`config.mk`:
```
export PLATFORM = sky130hd
export DESIGN_NAME = cpu_controller
export DESIGN_NICKNAME = d
export VERILOG_FILES = /design/src/rtl/cpu_pkg.sv /design/src/rtl/cpu_pc.sv /design/src/rtl/cpu_controller.sv
export SDC_FILE = /design/constraint.sdc
export NUM_CORES = 1
export LEC_CHECK = 0
export CORE_MARGIN = 8
export CORE_UTILIZATION = 65
export DETAILED_ROUTE_END_ITERATION = 10
export DONT_BUFFER_PORTS = 1
export PLACE_DENSITY = 0.81
export SYNTH_ARGS = -nofsm -noshare
export SYNTH_HDL_FRONTEND = slang
export SYNTH_SLANG_ARGS = --single-unit
```
`constraint.sdc`:
```
create_clock -name clk -period 2.76 [get_ports clk]
set_input_delay 0 -clock clk [delete_from_list [all_inputs] [get_ports clk]]
set_output_delay 0 -clock clk [all_outputs]
set_load 0.01 [all_outputs]
```
`src/rtl/cpu_pkg.sv`:
```
// rtl/cpu_pkg.sv - shared states, opcodes and select encodings for the cpu controller
package cpu_pkg;

    typedef enum logic [3:0] {
        S_INIT,
        S_FETCH,
        S_DECODE,
        S_LOAD,
        S_STORE,
        S_ALU,
        S_LDC,
        S_ABS,
        S_JMPZ,
        S_JMPZ_T,
        S_HALT
    } state_t;

    typedef enum logic [3:0] {
        OP_LOAD  = 4'h0,
        OP_STORE = 4'h1,
        OP_ADD   = 4'h2,
        OP_LDC   = 4'h3,
        OP_SUB   = 4'h4,
        OP_JMPZ  = 4'h5,
        OP_AND   = 4'h6,
        OP_OR    = 4'h7,
        OP_ABS   = 4'h8,
        OP_HALT  = 4'hF
    } opcode_t;

    localparam logic [1:0] ALU_ADD = 2'b00;
    localparam logic [1:0] ALU_SUB = 2'b01;
    localparam logic [1:0] ALU_AND = 2'b10;
    localparam logic [1:0] ALU_OR  = 2'b11;

    localparam logic [1:0] WSEL_ALU   = 2'b00;
    localparam logic [1:0] WSEL_DM    = 2'b01;
    localparam logic [1:0] WSEL_CONST = 2'b10;
    localparam logic [1:0] WSEL_ABS   = 2'b11;

    function automatic logic [1:0] alu_op_of(input logic [3:0] op);
        if (op == OP_SUB)      return ALU_SUB;
        else if (op == OP_AND) return ALU_AND;
        else if (op == OP_OR)  return ALU_OR;
        else                   return ALU_ADD;
    endfunction

    // Opcodes 9..E carry no operation and retire straight from decode
    function automatic logic is_nop(input logic [3:0] op);
        return (op >= 4'h9) && (op <= 4'hE);
    endfunction

endpackage

```
`src/rtl/cpu_pc.sv`:
```
// rtl/cpu_pc.sv - program counter with reset, increment and relative branch load
module cpu_pc #(
    parameter int              PC_W     = 16,
    parameter logic [PC_W-1:0] RESET_PC = '0
) (
    input  logic            clk,
    input  logic            rst,
    input  logic            load_reset,
    input  logic            inc,
    input  logic            branch,
    input  logic [7:0]      offset,
    output logic [PC_W-1:0] pc
);

    logic [PC_W-1:0] offset_ext;

    assign offset_ext = {{(PC_W-8){offset[7]}}, offset};

    // pc already points past the branch, hence the -1 in the target
    always_ff @(posedge clk) begin
        if (rst || load_reset) begin
            pc <= RESET_PC;
        end else if (inc) begin
            pc <= pc + PC_W'(1);
        end else if (branch) begin
            pc <= pc + offset_ext - PC_W'(1);
        end
    end

endmodule

```
`src/rtl/cpu_controller.sv`:
```
// rtl/cpu_controller.sv - multi-cycle control unit; CPU_CONTROLLER_INSTR_CNT_EN adds instr_count
module cpu_controller
    import cpu_pkg::*;
#(
    parameter int              PC_W     = 16,
    parameter logic [PC_W-1:0] RESET_PC = '0
) (
    input  logic            clk,
    input  logic            rst,
    output logic [PC_W-1:0] I_addr,
    output logic            I_rd,
    input  logic [15:0]     I_data,
    output logic [7:0]      D_addr,
    output logic            D_rd,
    output logic            D_wr,
    output logic            RF_s0,
    output logic            RF_s1,
    output logic [3:0]      RF_W_addr,
    output logic            RF_W_wr,
    output logic [3:0]      RF_Rp_addr,
    output logic            RF_Rp_rd,
    output logic [3:0]      RF_Rq_addr,
    output logic            RF_Rq_rd,
    output logic [7:0]      RF_W_cons,
    output logic            alu_s0,
    output logic            alu_s1,
    input  logic            RF_Rp_zero,
    output logic            halted
`ifdef CPU_CONTROLLER_INSTR_CNT_EN
    ,
    output logic [31:0]     instr_count
`endif
);

    state_t      state;
    logic [15:0] ir;
    logic [3:0]  op;
    logic [3:0]  ra;
    logic [3:0]  rb;
    logic [3:0]  rc;
    logic [7:0]  d;
    logic [1:0]  wsel;
    logic [1:0]  alu_op;

    assign op = ir[15:12];
    assign ra = ir[11:8];
    assign rb = ir[7:4];
    assign rc = ir[3:0];
    assign d  = ir[7:0];

    cpu_pc #(
        .PC_W     (PC_W),
        .RESET_PC (RESET_PC)
    ) u_pc (
        .clk        (clk),
        .rst        (rst),
        .load_reset (state == S_INIT),
        .inc        (state == S_FETCH),
        .branch     (state == S_JMPZ_T),
        .offset     (d),
        .pc         (I_addr)
    );

    always_ff @(posedge clk) begin
        if (rst) begin
            state <= S_INIT;
            ir    <= '0;
        end else begin
            case (state)
                S_INIT: begin
                    ir    <= '0;
                    state <= S_FETCH;
                end
                S_FETCH: begin
                    ir    <= I_data;
                    state <= S_DECODE;
                end
                S_DECODE: begin
                    case (op)
                        OP_LOAD:                      state <= S_LOAD;
                        OP_STORE:                     state <= S_STORE;
                        OP_ADD, OP_SUB, OP_AND, OP_OR: state <= S_ALU;
                        OP_LDC:                       state <= S_LDC;
                        OP_ABS:                       state <= S_ABS;
                        OP_JMPZ:                      state <= S_JMPZ;
                        OP_HALT:                      state <= S_HALT;
                        default:                      state <= S_FETCH;
                    endcase
                end
                S_JMPZ:  state <= RF_Rp_zero ? S_JMPZ_T : S_FETCH;
                S_HALT:  state <= S_HALT;
                default: state <= S_FETCH;
            endcase
        end
    end

    // Outputs are gated by rst so nothing is written during the reset cycle
    always_comb begin
        I_rd       = 1'b0;
        D_addr     = '0;
        D_rd       = 1'b0;
        D_wr       = 1'b0;
        wsel       = WSEL_ALU;
        RF_W_addr  = '0;
        RF_W_wr    = 1'b0;
        RF_Rp_addr = '0;
        RF_Rp_rd   = 1'b0;
        RF_Rq_addr = '0;
        RF_Rq_rd   = 1'b0;
        RF_W_cons  = '0;
        alu_op     = ALU_ADD;
        halted     = 1'b0;
        if (!rst) begin
            case (state)
                S_FETCH: I_rd = 1'b1;
                S_LOAD: begin
                    D_addr    = d;
                    D_rd      = 1'b1;
                    wsel      = WSEL_DM;
                    RF_W_addr = ra;
                    RF_W_wr   = 1'b1;
                end
                S_STORE: begin
                    D_addr     = d;
                    D_wr       = 1'b1;
                    RF_Rp_addr = ra;
                    RF_Rp_rd   = 1'b1;
                end
                S_ALU: begin
                    RF_Rp_addr = rb;
                    RF_Rp_rd   = 1'b1;
                    RF_Rq_addr = rc;
                    RF_Rq_rd   = 1'b1;
                    alu_op     = alu_op_of(op);
                    wsel       = WSEL_ALU;
                    RF_W_addr  = ra;
                    RF_W_wr    = 1'b1;
                end
                S_LDC: begin
                    RF_W_cons = d;
                    wsel      = WSEL_CONST;
                    RF_W_addr = ra;
                    RF_W_wr   = 1'b1;
                end
                S_ABS: begin
                    RF_Rp_addr = rb;
                    RF_Rp_rd   = 1'b1;
                    wsel       = WSEL_ABS;
                    RF_W_addr  = ra;
                    RF_W_wr    = 1'b1;
                end
                S_JMPZ: begin
                    RF_Rp_addr = ra;
                    RF_Rp_rd   = 1'b1;
                end
                S_HALT:  halted = 1'b1;
                default: ;
            endcase
        end
    end

    assign {RF_s1, RF_s0}   = wsel;
    assign {alu_s1, alu_s0} = alu_op;

`ifdef CPU_CONTROLLER_INSTR_CNT_EN
    logic retire;

    assign retire = (state == S_LOAD) || (state == S_STORE) || (state == S_ALU) ||
                    (state == S_LDC)  || (state == S_ABS)   || (state == S_JMPZ) ||
                    ((state == S_DECODE) && is_nop(op));

    always_ff @(posedge clk) begin
        if (rst) begin
            instr_count <= '0;
        end else if (retire && (instr_count != 32'hFFFF_FFFF)) begin
            instr_count <= instr_count + 32'd1;
        end
    end
`endif

endmodule

```
**Word-level counts from Yosys, hierarchy flattened**

Memories as Yosys holds them, arrays and structs flattened. A register that Yosys moved wholly into a read port is not among the register bits.
Index checks and enable logic that the tools add are counted.

- Register bits: 36
- ROM bits: 64
- Bits of input ports: 19
- Output and inout bits: 55
- Logic and storage cells: 67
- Memories: 1

Memory list:

| memory | words | bits a word | rd ports | clocked after Yosys merged registers in | wr ports | RTL line | source |
|---|---|---|---|---|---|---|---|
| (name not given) | 16 | 4 | 1 | 1 | 0 | cpu_controller.sv:79 | `case (op)` |

- Add/subtract/negate cells: 3
- Eq/ne operators: 13
- Muxes and demuxes: 38
- Reductions and logical operators: 9

Operators by type and width:

| cell | count |
|---|---|
| $mux W16 | 2 |
| $mux W4 | 8 |
| $mux W8 | 4 |
| $pmux W16 S2 | 1 |
| $eq A4 B3 Y1 const B | 7 |
| $add A16 B1 Y16 const B | 1 |
| $add A16 B16 Y16 | 1 |
| $pmux W4 S4 | 1 |
| $sub A16 B1 Y16 const B | 1 |
| $mux W1 | 14 |
| $eq A4 B4 Y1 const B | 3 |
| $mux W2 | 6 |
| $eq A4 B2 Y1 const B | 2 |
| $pmux W4 S2 | 1 |
| $reduce_or A4 Y1 | 2 |
| $pmux W2 S3 | 1 |
| $reduce_or A2 Y1 | 3 |
| $eq A4 B1 Y1 const B | 1 |
| $logic_not A4 Y1 | 1 |
| $reduce_bool A2 Y1 | 2 |
| $logic_or A1 B1 Y1 | 1 |

**Longest topological paths before layout**

Gate-level depths: netlist of run 1.

- Word-level depth: 6
- Mapped depth: 12
- Mapped depth without buffers: 12

**By module**

From an unflattened synthesis of run 1, not the netlist that was laid out.

- Cell total of the unflattened synthesis: 441
- Area, all modules: 3407.0 µm²

By module, submodules not included:

| module | instances | cells each | area an instance (µm²) | seq. area each (µm²) |
|---|---|---|---|---|
| cpu_pc | 1 | 270 | 1993.2 | 320.3 |
| cpu_controller | 1 | 171 | 1413.9 | 480.5 |

**Worst setup path before layout of run 1**

Ideal clock, no wire load.

- Kind: register -> register
- Start: register u_pc.pc[1]
- End: register u_pc.pc[15]
- Setup time: 92 ps
- Arrival time: 2368 ps
- Required time: 2668 ps
- Slack: 300 ps
- Stages on the path, launching flop included: 13
- Path buffers: 0
- Path through: dfxtp_1 -> inv_1 -> ha_1 -> inv_1 -> ha_1 -> inv_1 -> fa_1 -> nor2b_1 -> o2111ai_1 -> a31oi_1 -> o21ai_0 -> mux2i_1 -> nor4_1

- Longest elaborated chain between the ends: 4
- Elaborated cells on any way between the ends: 5

RTL lines:

| element | RTL line | source |
|---|---|---|
| from (decl) | cpu_pc.sv:12 | `output logic [PC_W-1:0] pc` |
| from (signal assigned) | cpu_pc.sv:24 | `pc <= pc + PC_W'(1);` |
| from (signal assigned) | cpu_pc.sv:26 | `pc <= pc + offset_ext - PC_W'(1);` |
| $add A16 B16 Y16 | cpu_pc.sv:26 |  |
| $sub A16 B1 Y16 | cpu_pc.sv:26 |  |
| $mux W16 | cpu_pc.sv:25 | `end else if (branch) begin` |
| $mux W16 (*) | cpu_pc.sv:23 | `end else if (inc) begin` |

Mark *: on every way between the ends. The rest lies on a longest branch, timed or not. The select of a mux whose other input is x is not followed.
A chain may end at the register's enable or synchronous reset.

**Final worst setup path of run 1**

- Start: register ir[3]
- End: register u_pc.pc[13]

- Longest elaborated chain between the ends: 4

RTL lines:

| element | RTL line | source |
|---|---|---|
| from (decl) | cpu_controller.sv:36 | `logic [15:0] ir;` |
| from (signal assigned) | cpu_controller.sv:75 | `ir <= I_data;` |
| $add A16 B16 Y16 | cpu_pc.sv:26 |  |
| $sub A16 B1 Y16 | cpu_pc.sv:26 |  |
| $mux W16 | cpu_pc.sv:25 |  |
| $mux W16 | cpu_pc.sv:23 |  |

No other way between the ends. The select of a mux whose other input is x is not followed.

==> reports/qor.yml, run 1 <==
drt:
  post_drt_wl_per_cell_um: 18.17
  drt_iter0_markers: 224
  detail_route.first_pass.iterations: 5
  via_per_inst: 6.281
  routed_wirelength_mm: 9.683
  antenna_left: 0
  num_vias: 3348
  detail_route.drc_violations: 0
sta:
  layout_min_cycle_time_ns: 2.618
  fmax_ghz: 0.3820
  fin_ws_ns: 0.1422
  finalSetupViolCount: 0
  rsz0062_at_grt: "yes"
  fin_worst_skew_ns: 0.01147
  worstMarginPinSlew_ns: 0.8815
  finalCritPeriodShare_pct: 94.85
  slew_viol_final: 0
  relSlewSlack_pct: 41.04
  hold_viol: 0
finish:
  drive_gt1_share_pct: 7.559
  seq_area_um2: 800.8
  final_core_util_pct: 73.82
  area_delta_synth_final_pct: 11.67
  antenna_cells: 0
  fillCellCount: 398
  fin_nets: 517
  final_common_cell: "inv_1"
  multi_input_area_um2: 2213
  instances_no_fill: 533
  final_cell_mix: "57 x inv_1, 46 x nor2_1, 40 x dfxtp_1"
pwr:
  p_total_uw: 2007
  leakage_uw: 0.001575
  power_density_nw_per_um2: 539.3
  ir_worst_vdd_mv: 0.3286
synthesis:
  ys_warn_count: 0
  synth_nets: 500
  synth.avg_cell_area_um2: 7.490
  syn_inst: 445
  yosysUniqueCellTypes: 58
  synth_enable_flop_cells: 0
  ys_seq_area_share_pct: 24.02
  synthArstFlopShare_pct: 0
  synthFlopType: "dfxtp_1"
  synth-seq-cells: 40
  syn-cell-area_um2: 3333
floorplan:
  start_util_pct: 66.10
  rows: 26
  design.portCount: 74
  die-width_um: 87.61
  chipHeight_um: 87.61
  dieArea_um2: 7676
  core-area_um2: 5042
place:
  place_ws_ns: 0.1921
  gp_congestion: 0.8985
  dpl.cell_count: 509
  port_buffers: 0
  dp_hpwl_mm: 7.151
run:
  maxCapViolations: 0
critical_path:
  crit_slowest_cell: "o311ai_0"
  critPathLaunchType: "register"
  cp.depth: 10
  cp_num_buf_inv: 2
  criticalPathCategory: "reg -> reg"
  critPathMaxFanout: 4
  ff2ff_path_depth: 10
  cp.required_ns: 2.96
  worstSetupEndpointType: "register"
  crit_chain: "inv_1 > ha_1 > inv_1 > ha_1 > nor2b_1 > o2111ai_1 > nand3_1 > o311ai_0 > xor2_1 > o32ai_1"
  cp_top_family: "compound AO/OA/AOI/OAI gates"
  cp_slowest_stage_delay_ns: 0.54
  arrival_ns: 2.81
grt:
  grt.total_usage_pct: 25.95
  grt_pass1_wl_mm: 15.80
  first_global_vias: 3207
  grt.overflow.total: 0
  antenna_found_initial: 0
  grt_max_degree: 33
clock_network:
  cts_tree: "built"
  clock-root-buffer: "clkbuf_8"
  cts_buffers: 5
  clkTransAtPathRegs_ns: 0.09
  h-tree-depth: 2
  clk_latency_ns: 0.30
  cts_setup_buffers: 0
  cts_sinks: 40
  clockBufferDepth: 2
status:
  status: "complete, no violations"
worst_hold_path:
  holdCritPathClass: "in -> reg"
  min_path_cells: 2
==> report_power, final <==
part	internal (uW)	total (uW)	switching (uW)
clock network	268	500	232
logic	357	847	490
registers	619	660	41.4
total	1240	2010	764
==> final cells by class <==
cell class | count | area share (%)
clock buffer | 5 | 1.849
clock inverter | 3 | 1.143
inverter | 57 | 5.748
multi-input combinational | 324 | 59.46
sequential | 40 | 21.51
tap | 70 | 2.353
timing repair buffer | 34 | 7.933
==> synthesized netlist by cell type (3+ instances only) <==
| cell | n | share of area [%] |
|---|---|---|
| inv_1 | 57 | 6.4 |
| nor2_1 | 46 | 5.2 |
| dfxtp_1 | 40 | 24 |
| ha_1 | 35 | 13 |
| a21oi_1 | 25 | 3.8 |
| a22oi_1 | 22 | 5.0 |
| o21ai_0 | 21 | 3.2 |
| nand2_1 | 19 | 2.1 |
| nor3_1 | 17 | 2.6 |
| clkbuf_1 | 16 | 1.8 |
| and2_1 | 15 | 2.8 |
| and3_1 | 11 | 2.1 |
| nand3_1 | 11 | 1.7 |
| nor4_1 | 11 | 2.1 |
| xnor2_1 | 7 | 1.8 |
| buf_2 | 6 | 0.90 |
| a31oi_1 | 5 | 0.94 |
| nand4_1 | 5 | 0.94 |
| or3_1 | 5 | 0.94 |
| a21boi_0 | 4 | 0.90 |
| a21o_1 | 4 | 0.90 |
| mux2i_1 | 4 | 1.2 |
| nor2b_1 | 4 | 0.75 |
| a41o_1 | 3 | 0.90 |
| and4b_1 | 3 | 0.90 |
| nand2b_1 | 3 | 0.56 |
| or2_2 | 3 | 0.56 |
| xor2_1 | 3 | 0.79 |
==> metal layers <==
layer / wire length [um] / GRT usage (%) / share of wire [%]
met5: 0 / 0 / 0
met4: 357 / 13.91 / 3.7
met3: 678 / 6.660 / 7.0
met2: 4698 / 42.98 / 49
met1: 3950 / 29.96 / 41
==> worst reg2reg max path, cell delays in order, from the launching register on <==
cell and delay (ns):
dfxtp_1 0.35, inv_1 0.09, ha_1 0.28, inv_1 0.04, ha_1 0.32, nor2b_1 0.18, o2111ai_1 0.23, nand3_1 0.20
o311ai_0 0.54, xor2_1 0.20, o32ai_1 0.09
==> stage by stage <==
step	TNS [ns]	area, um2	hold slack [ns]
2_1_floorplan	0	3333	0.1613
3_3_place_gp	0	3451	0.06298
3_5_place_dp	0	3451	0.05916
4_1_cts	0	3722	0.02953
5_1_grt	-0.04586	3722	0.03932
6_report	0	3722	0.03068
==> cells by family (layout without fill, tap and decap cells) <==
kind of cell | after synthesis | after routing | share of synthesized area [%]
fa+ha+maj | 36 | 36 | 13.74
simple gates | 163 | 163 | 26.61
xor+xnor | 10 | 10 | 2.628
mux | 5 | 5 | 1.539
buf+inv | 81 | 99 | 9.572
flops | 40 | 40 | 24.02
compound gates | 110 | 110 | 21.88
==> flip-flops by register name (all words and copies together) (netlist names), named ones only <==
name	count
ir	16
u_pc.pc	16
state	4
==> final timing paths <==
path,startpoint,to,slack [ns]
worst max-delay path,ir[3]$_SDFFE_PP0N_,u_pc.pc[13]$_SDFFE_PP0P_,0.14
worst min-delay path,I_data[14],register,0.03
worst max register to register,ir[3]$_SDFFE_PP0N_,u_pc.pc[13]$_SDFFE_PP0P_,0.14
worst min register to register,register,state[2]$_SDFF_PP0_,0.52
==> timing repair <==
item,CTS,global route
endpoints found under the setup margin,0,2
hold buffers,16,0
gates resized for setup,0,0
hold endpoints to repair,26,0
(Power assumes the default switching activity.)
==> inputs of run 2 (changes only) <==
CORE_ASPECT_RATIO = 0.75   (was not set)
CORE_MARGIN = 1   (was 8)
GPL_TIMING_DRIVEN = 1   (was not set)
==> run 2 against run 1 <==
The run now ends with design-rule violations left. Non-clock buffer count rose by 3. Via count rose by 3.1%. Clock power fell by 3%. Critical endpoint is now u_pc.pc[14]$_SDFFE_PP0P_. Cell count fell by 1.3%.
==> reports/qor.yml, run 2 (same netlist as run 1, synthesis figures left out) <==
clock_network:
  clkTransAtPathRegs_ns: 0.09
  cts_setup_buffers: 0
  cts_tree: "built"
  clock-root-buffer: "clkbuf_8"
  h-tree-depth: 2
  clockBufferDepth: 2
  cts_sinks: 40
  clk_latency_ns: 0.30
  cts_buffers: 5
floorplan:
  core-area_um2: 4900
  rows: 22
  start_util_pct: 68.03
  die-width_um: 84.69
  chipHeight_um: 64.02
  dieArea_um2: 5421
  design.portCount: 74
sta:
  slew_viol_final: 0
  layout_min_cycle_time_ns: 2.614
  hold_slack_ns: 0.05286
  finalSetupViolCount: 0
  fin_worst_skew_ns: 0.01034
  relSlewSlack_pct: 40.29
  hold_viol: 0
  finalCritPeriodShare_pct: 94.71
  setup_tns_ns: 0
  fmax_ghz: 0.3826
  worstMarginPinSlew_ns: 0.8928
critical_path:
  criticalPathCategory: "reg -> reg"
  worstSetupEndpointType: "register"
  arrival_ns: 2.84
  r2r-start: "ir[7]$_SDFFE_PP0N_"
  cp.required_ns: 2.98
  critPathMaxFanout: 9
  critPathLaunchType: "register"
  crit_start: "ir[7]$_SDFFE_PP0N_"
grt:
  grtUsageMet3_pct: 7.494
  grt_max_degree: 32
  grt_pass1_wl_mm: 15.12
  use_met2_pct: 55.79
  antenna_found_initial: 0
  grt-busiest-layer: "met2"
  grt.overflow.total: 0
  first_global_vias: 3156
  grt.total_usage_pct: 35.37
  grtUsageMet1_pct: 49.64
pwr:
  leakage_uw: 0.001602
  ir_worst_vdd_mv: 0.3197
  power_density_nw_per_um2: 541.3
  p_total_uw: 2035
finish:
  area_delta_synth_final_pct: 12.80
  antenna_cells: 0
  multi_input_area_um2: 2242
  final_common_cell: "inv_1"
  seq_area_um2: 800.8
  final_cell_mix: "57 x inv_1, 46 x nor2_1, 40 x dfxtp_1"
  biggestRegsByFlops: "ir x16, u_pc.pc x16, state x4"
  fillCellCount: 362
  drive_gt1_share_pct: 8.798
  fin_nets: 520
place:
  port_buffers: 0
  dp_hpwl_mm: 6.730
  gp_congestion: 0.9182
drt:
  via_per_inst: 6.561
  detail_route.drc_violations: 4
  routed_wirelength_mm: 9.304
  detail_route.first_pass.iterations: 8
  num_vias: 3451
  drt_iter0_markers: 383
  post_drt_wl_per_cell_um: 17.69
  antenna_left: 0
status:
  violations: "design-rule violations"
  status: "finished with violations"
worst_hold_path:
  hp-start: "rst"
  holdCritPathClass: "in -> out"
run:
  maxCapViolations: 0
run 2: cell types whose count changed in the layout (fill, tap and decap cells not counted), sizes merged:
cell	change
clkbuf	+1
buf	+2
clkinvlp	-1
dlygate4sd3	+1
run 2: per-stage QoR:
step                      area, um2  setup slack, ns  utilization, %  instances
after floorplan                3333           0.3002               -        445
after global placement         3453           0.2272           70.48        501
after detailed placement       3453           0.1842           70.48        501
after CTS                      3731           0.1601           76.15        526
after global routing           3760         -0.01592           76.74        526
final                          3760           0.1460           76.74        526
run 2: what timing repair did:
| action | in CTS | in global routing |
|---|---|---|
| gates resized for setup | 0 | 8 |
| setup endpoints to repair | 0 | 4 |
| endpoints found under the hold margin | 26 | 0 |
| hold buffers | 17 | 0 |
run 2: path summary, 6_finish.rpt:
check,slack [ns],cells past startpoint,end
hold / removal,0.05,1,RF_Rp_addr[2]
hold reg to reg,0.52,1,state[2]$_SDFF_PP0_
setup reg to reg,0.15,10,u_pc.pc[14]$_SDFFE_PP0P_
setup / recovery,0.15,10,u_pc.pc[14]$_SDFFE_PP0P_
run 2: per-layer routing:
metal / share of wire [%] / vias to the layer above
met1: 44 / 1602
li1: - / 1614
met5: 0 / -
met2: 44 / 219
met3: 11 / 16
met4: 1.1 / 0
run 2: layout make-up:
cell class                      instances  share of cell area, %
Multi-Input combinational cell        324                  59.63
Sequential cell                        40                  21.30
Timing Repair Buffer                   37                  8.519
Inverter                               57                  5.691
Tap cell                               60                  1.997
Clock buffer                            6                  1.930
Clock inverter                          2                 0.9318
run 2: worst max-delay path: stages, from the launching register on:
cell and delay [ns]:
dfxtp_1 0.33, inv_1 0.18, ha_1 0.34, inv_1 0.05
ha_1 0.39, a21o_1 0.25, a221oi_2 0.35, o21bai_1 0.10
a21boi_0 0.23, xor2_1 0.10, a211oi_1 0.22
run 2: power by group:
group          internal, uW  switching [uW]  total (uW)
combinational           376             512         889
sequential              618            42.6         661
clock                   269             217         486
